--- config.mk ---
export PLATFORM = sky130hd
export DESIGN_NAME = linear_layer_backprop
export DESIGN_NICKNAME = d
export VERILOG_FILES = /design/src/rtl/linear_layer_backprop_pkg.sv /design/src/rtl/linear_layer_backprop_mac_accumulator.sv /design/src/rtl/linear_layer_backprop.sv
export SDC_FILE = /design/constraint.sdc
export NUM_CORES = 1
export LEC_CHECK = 0
export CELL_PAD_IN_SITES_DETAIL_PLACEMENT = 0
export CELL_PAD_IN_SITES_GLOBAL_PLACEMENT = 2
export CORE_MARGIN = 1
export CORE_UTILIZATION = 10
export DETAILED_ROUTE_END_ITERATION = 12
export PLACE_DENSITY = 0.91
export SLEW_MARGIN = 0
export SYNTH_ARGS = -nofsm -noshare
export SYNTH_HDL_FRONTEND = slang
export SYNTH_SLANG_ARGS = --single-unit
--- constraint.sdc ---
create_clock -name clk -period 1.6 [get_ports clk]
set_input_delay 0.32 -clock clk [delete_from_list [all_inputs] [get_ports clk]]
set_output_delay 0.32 -clock clk [all_outputs]
set_load 0.01 [all_outputs]
--- src/rtl/linear_layer_backprop_pkg.sv ---
// Shared types and helpers for the linear-layer backward pass.
// Optional build macro: LINBP_ROUND_EN selects round-half-up instead of
// floor when a wide accumulator is scaled back to the gradient format.
package linear_pkg;

  typedef enum logic [1:0] {
    IDLE    = 2'd0,
    COMPUTE = 2'd1,
    HOLD    = 2'd2
  } state_e;

  // Fixed ceilings so the helpers can serve any reasonable instance size.
  localparam int MAX_FLAT_W = 8192;
  localparam int MAX_W      = 64;
  localparam int MAX_ACC_W  = 160;

  // Accumulator width: full product plus growth for NOUT terms plus a guard bit.
  function automatic int acc_width(input int width, input int nout);
    return 2 * width + $clog2(nout) + 1;
  endfunction

  // Extracts W[r][c]; row r starts at the top of its NIN*WIDTH slice,
  // column 0 in the MSBs. Result is sign-extended to MAX_W bits.
  function automatic logic signed [MAX_W-1:0] get_weight(
    input logic [MAX_FLAT_W-1:0] flat,
    input int r,
    input int c,
    input int nin,
    input int nout,
    input int width
  );
    logic [MAX_W-1:0] raw;
    int lsb;
    lsb = nin * (nout - r) * width - c * width - width;
    raw = MAX_W'(flat >> lsb);
    raw = raw << (MAX_W - width);
    return $signed(raw) >>> (MAX_W - width);
  endfunction

  // Scales the accumulator by 2^-frac and clamps to the signed width range.
  function automatic logic signed [MAX_W-1:0] sat_shift(
    input logic signed [MAX_ACC_W-1:0] acc,
    input int frac,
    input int width
  );
    logic signed [MAX_ACC_W-1:0] v;
    logic signed [MAX_ACC_W-1:0] hi;
    logic signed [MAX_ACC_W-1:0] lo;
    v = acc;
`ifdef LINBP_ROUND_EN
    if (frac > 0) begin
      v = v + (MAX_ACC_W'(1) <<< (frac - 1));
    end else begin
      v = v;
    end
`endif
    v  = v >>> frac;
    hi = (MAX_ACC_W'(1) <<< (width - 1)) - MAX_ACC_W'(1);
    lo = -(MAX_ACC_W'(1) <<< (width - 1));
    if (v > hi) begin
      v = hi;
    end else if (v < lo) begin
      v = lo;
    end else begin
      v = v;
    end
    return MAX_W'(v);
  endfunction

endpackage

--- src/rtl/linear_layer_backprop_mac_accumulator.sv ---
// Signed multiply-accumulate register. The running sum including the current
// product is exposed combinationally so the caller can consume the final term
// in the same cycle it is added; clear has priority over enable.
module mac_accumulator #(
  parameter int W  = 16,
  parameter int AW = 35
) (
  input  logic                 clk,
  input  logic                 rst_n,
  input  logic                 clr,
  input  logic                 en,
  input  logic signed [W-1:0]  a,
  input  logic signed [W-1:0]  b,
  output logic signed [AW-1:0] sum
);

  logic signed [2*W-1:0] prod_s;
  logic signed [AW-1:0]  acc_r;

  // Full-precision product sign-extended into the accumulator width.
  always_comb begin
    prod_s = (2*W)'(a) * (2*W)'(b);
    sum    = acc_r + {{(AW-2*W){prod_s[2*W-1]}}, prod_s};
  end

  // Accumulator register: clear wins, otherwise absorb the product when enabled.
  always_ff @(posedge clk or negedge rst_n) begin
    if (!rst_n) begin
      acc_r <= '0;
    end else if (clr) begin
      acc_r <= '0;
    end else if (en) begin
      acc_r <= sum;
    end else begin
      acc_r <= acc_r;
    end
  end

endmodule

--- src/rtl/linear_layer_backprop.sv ---
// Backward pass of a linear layer: grad_in = W^T * grad_out, one MAC per cycle,
// column-major over the weight matrix (NIN*NOUT cycles per vector).
// Optional build macro: LINBP_ROUND_EN (round half up before saturation).
module linear_layer_backprop
  import linear_pkg::*;
#(
  parameter int WIDTH = 16,
  parameter int NIN   = 4,
  parameter int NOUT  = 4,
  parameter int FRAC  = 8,
  parameter logic [WIDTH*NIN*NOUT-1:0] WEIGHTS_MATRIX_FLAT = '0
) (
  input  logic                    clk,
  input  logic                    rst_n,
  input  logic                    in_valid,
  output logic                    in_ready,
  input  logic signed [WIDTH-1:0] grad_out [0:NOUT-1],
  output logic                    out_valid,
  input  logic                    out_ready,
  output logic signed [WIDTH-1:0] grad_in [0:NIN-1]
);

  localparam int ACC_W = acc_width(WIDTH, NOUT);
  localparam int RW    = (NOUT > 1) ? $clog2(NOUT) : 1;
  localparam int CW    = (NIN > 1) ? $clog2(NIN) : 1;
  localparam logic [RW-1:0] R_LAST = RW'(NOUT - 1);
  localparam logic [CW-1:0] C_LAST = CW'(NIN - 1);

  state_e                  state_r;
  logic [RW-1:0]           r_idx_r;
  logic [CW-1:0]           c_idx_r;
  logic signed [WIDTH-1:0] g_r   [0:NOUT-1];
  logic signed [WIDTH-1:0] res_r [0:NIN-1];
  logic signed [WIDTH-1:0] w_s   [0:NOUT-1][0:NIN-1];

  logic                    mac_clr_s;
  logic                    mac_en_s;
  logic signed [WIDTH-1:0] w_sel_s;
  logic signed [WIDTH-1:0] g_sel_s;
  logic signed [ACC_W-1:0] sum_s;
  logic signed [WIDTH-1:0] res_new_s;

  for (genvar gr = 0; gr < NOUT; gr++) begin : g_row
    for (genvar gc = 0; gc < NIN; gc++) begin : g_col
      assign w_s[gr][gc] = WIDTH'(get_weight(MAX_FLAT_W'(WEIGHTS_MATRIX_FLAT),
                                             gr, gc, NIN, NOUT, WIDTH));
    end
  end

  // MAC control and operand selection; the accumulator restarts after each column.
  always_comb begin
    mac_clr_s = 1'b0;
    mac_en_s  = 1'b0;
    w_sel_s   = w_s[r_idx_r][c_idx_r];
    g_sel_s   = g_r[r_idx_r];
    case (state_r)
      IDLE: begin
        mac_clr_s = in_valid && in_ready;
      end
      COMPUTE: begin
        mac_en_s  = 1'b1;
        mac_clr_s = (r_idx_r == R_LAST);
      end
      default: begin
        mac_clr_s = 1'b0;
      end
    endcase
    res_new_s = WIDTH'(sat_shift(MAX_ACC_W'(sum_s), FRAC, WIDTH));
  end

  mac_accumulator #(
    .W  (WIDTH),
    .AW (ACC_W)
  ) u_mac (
    .clk   (clk),
    .rst_n (rst_n),
    .clr   (mac_clr_s),
    .en    (mac_en_s),
    .a     (w_sel_s),
    .b     (g_sel_s),
    .sum   (sum_s)
  );

  // Control FSM with indices and vector registers; grad_in only changes on entry to HOLD.
  always_ff @(posedge clk or negedge rst_n) begin
    if (!rst_n) begin
      state_r   <= IDLE;
      r_idx_r   <= '0;
      c_idx_r   <= '0;
      in_ready  <= 1'b1;
      out_valid <= 1'b0;
      for (int k = 0; k < NOUT; k++) g_r[k] <= '0;
      for (int k = 0; k < NIN; k++) begin
        res_r[k]   <= '0;
        grad_in[k] <= '0;
      end
    end else begin
      case (state_r)
        IDLE: begin
          if (in_valid && in_ready) begin
            for (int k = 0; k < NOUT; k++) g_r[k] <= grad_out[k];
            r_idx_r  <= '0;
            c_idx_r  <= '0;
            in_ready <= 1'b0;
            state_r  <= COMPUTE;
          end
        end
        COMPUTE: begin
          if (r_idx_r == R_LAST) begin
            res_r[c_idx_r] <= res_new_s;
            r_idx_r        <= '0;
            if (c_idx_r == C_LAST) begin
              c_idx_r   <= '0;
              out_valid <= 1'b1;
              state_r   <= HOLD;
              for (int k = 0; k < NIN; k++) begin
                grad_in[k] <= (CW'(k) == c_idx_r) ? res_new_s : res_r[k];
              end
            end else begin
              c_idx_r <= c_idx_r + CW'(1);
            end
          end else begin
            r_idx_r <= r_idx_r + RW'(1);
          end
        end
        HOLD: begin
          if (out_ready) begin
            out_valid <= 1'b0;
            in_ready  <= 1'b1;
            state_r   <= IDLE;
          end
        end
        default: begin
          out_valid <= 1'b0;
          in_ready  <= 1'b1;
          state_r   <= IDLE;
        end
      endcase
    end
  end

endmodule

==> results.toml <==
[clock_network]
h-tree-depth = 1
clk_path_buf_depth = 2
clkTransAtPathRegs_ps = 40
ctsHoldBuffers = 0
clock_tree.root_cell = "clkbuf_8"
cts_tree = "built"
cts_buffers = 3
clk_latency_ps = 230
cts.sinks = 8

[setup_path]
cp_cell_sequence = "clkdlybuf4s50_1"
critPathTopFamily = "buffers and inverters"
critical_path_cell_count = 1
critPathArrivalTime_ps = 1090
crit_path_top_delay_cell = "clkdlybuf4s50_1"
r2r_end = "c_idx_r[1]"
critPathCaptureType = "output pin"
worstSetupEndpoint = "out_valid"
r2r-start = "r_idx_r[0]"
ff2ff_setup_slack_ps = 410
startpoint_type = "flop"
cp_num_buf_inv = 1
crit_path_start = "out_valid"
worst-setup-path-type = "flop to output pin"
max_stage_delay_ps = 530
critPathRequiredTime_ps = 1280
path_max_fanout = 2
reg2reg_depth = 3

[synth]
yosysUniqueCellTypes = 22
syn_area_per_cell_sq_um = 8.695
synth_area_sq_um = 860.8
synthFlopType = "dfrtp_1"
ys_ff_latch = 8
syn_inst = 99
synth_edf_count = 0
ys_warn_count = 0
ys_seq_area_share_pct = 23.40
async_reset_ff_share_pct = 100.0

[run]
drv_cap = 0

[place]
dp_hpwl_microns = 739.5
io_buffer_count = 5
placed_area_sq_um = 790.8
dp_cells = 207
gp_congestion = 0.6798

[detailed_routing]
drt_iter0_markers = 10
dr.pass1.iters = 4
detail-route-antenna-nets = 0
via_per_inst = 2.209
avgRoutedWirePerCell_microns = 4.469
wl_microns = 943
num_vias = 466
drc = 0

[layout]
final_cells = 211
fill_cells = 970
multiInputGateArea_sq_um = 404.1
regArea_sq_um = 201.4
drive_gt1_share_pct = 5.660
area_growth_pct = -3.052
design_area_sq_um = 834.6
nets = 177
diodes = 0

[power_and_ir_drop]
power-per-cell-area_mw_per_mm2 = 1133
vdd_drop_max_mv = 0.2295
p_leak_nw = 0.4331
power_w = 0.0009457

[global_route]
grt_pass1_wl_microns = 1290
grt_util_all_layers_pct = 1.916
grt-ovfl-total = 0
antenna_found_initial = 0
first_global_vias = 305
grt_max_degree = 10

[outcome]
status = "complete, no violations"

[die]
start_util_pct = 10.42
die_h_microns = 94.78
chipWidth_microns = 94.78
die_area_sq_mm = 0.008983
rows = 33
core-area_sq_mm = 0.008258
io_pins = 134

[timing]
fin_setup_tns_ps = 0
clock.fmax_mhz = 708.2
fin_crit_sh_pct = 88.25
hold_viol = 0
fin_crit_ps = 1412
drv_slew = 0
whs_ps = 365.3
skew_ps = 4.595
finalSetupViolations = 0
rsz0062_at_grt = "false"

[min_path]
hold_path.class = "input pin to asynchronous set/reset pin"
## worst min-delay path by stage
stage | from | to | slack (ps) | cells past startpoint
after CTS | rst_n | state_r[1] | 370 | 1
final | rst_n | state_r[1] | 370 | 1
after floorplan | rst_n | c_idx_r[0] | 20 | 0
after global placement | r_idx_r[1] | r_idx_r[1] | 480 | 1
after global routing | rst_n | state_r[1] | 390 | 1
after detailed placement | r_idx_r[1] | r_idx_r[1] | 500 | 1
## cell usage in the layout (no fill, tap or decap), types with 2 or more instances in the layout
cell type	count
conb_1	64
dfrtp_1	7
nor2_1	3
a21o_1	2
clkdlybuf4s50_1	4
nand2_1	2
ha_1	2
o21ai_0	3
clkbuf_8	3
## state kept, by name, indices dropped and copies added, names as in the netlist
name,cells
out_valid,1
r_idx_r,2
c_idx_r,2
state_r,2
in_ready,1
## per-stage QoR
stage / setup slack (ps) / utilization (%)
finish: 188.0 / 10.11
global route: 125.2 / 10.11
CTS: 173.7 / 10.11
detailed placement: 185.7 / 9.576
global placement: 195.2 / 9.576
floorplan: 471.9 / -
## worst reg2reg max path, cell delays in order (launching register included)
cell     delay, ps
dfrtp_1        390
ha_1           280
a31o_1         240
a22o_1         170
## logic make-up (layout without fill, tap and decap cells)
group / Yosys count / after routing / synth area share, %
adders and majority gates: 2 / 2 / 2.907
other: 1 / 64 / 0.4356
and+or+nand+nor: 10 / 10 / 6.106
buffers and inverters: 66 / 10 / 57.12
AOI/OAI and AO/OA: 12 / 12 / 10.03
DFF: 8 / 8 / 23.40
## Yosys cell counts (2+ instances only)
cell type  count  share of area, %
a21o_1         2               1.7
buf_4         65                57
dfrtp_1        7                20
ha_1           2               2.9
nand2_1        2              0.87
nor2_1         3               1.3
o21ai_0        3               1.7
## report_power, final
part	switching, W	internal (W)	leakage (nW)
sequential	0.0000734	0.000279	0.0989
combinational	0.000184	0.000156	0.312
clock	0.0000807	0.000173	0.0228
## routing by layer
metal / share of wire (%) / vias to the layer above / routed length (microns) / global-route usage (%)
met4: 2.9 / 0 / 27 / 1.894
li1: - / 208 / - / -
met5: 0 / - / 0 / 0
met3: 14 / 5 / 133 / 0.7246
met1: 37 / 212 / 347 / 1.923
met2: 46 / 41 / 434 / 2.998
## layout make-up
class / count / share of cell area, %
repair buffers: 5 / 5.847
multi-input cells: 88 / 48.43
clock buffers: 4 / 5.397
inverters: 1 / 0.4498
well taps: 105 / 15.74
flip-flops and latches: 8 / 24.14
## timing repair
action | CTS | global route
setup endpoints to repair | 1 | 0
gates resized for setup | 1 | 0
buffers inserted | 0 | 0
Power figures use the tool's default switching activity.
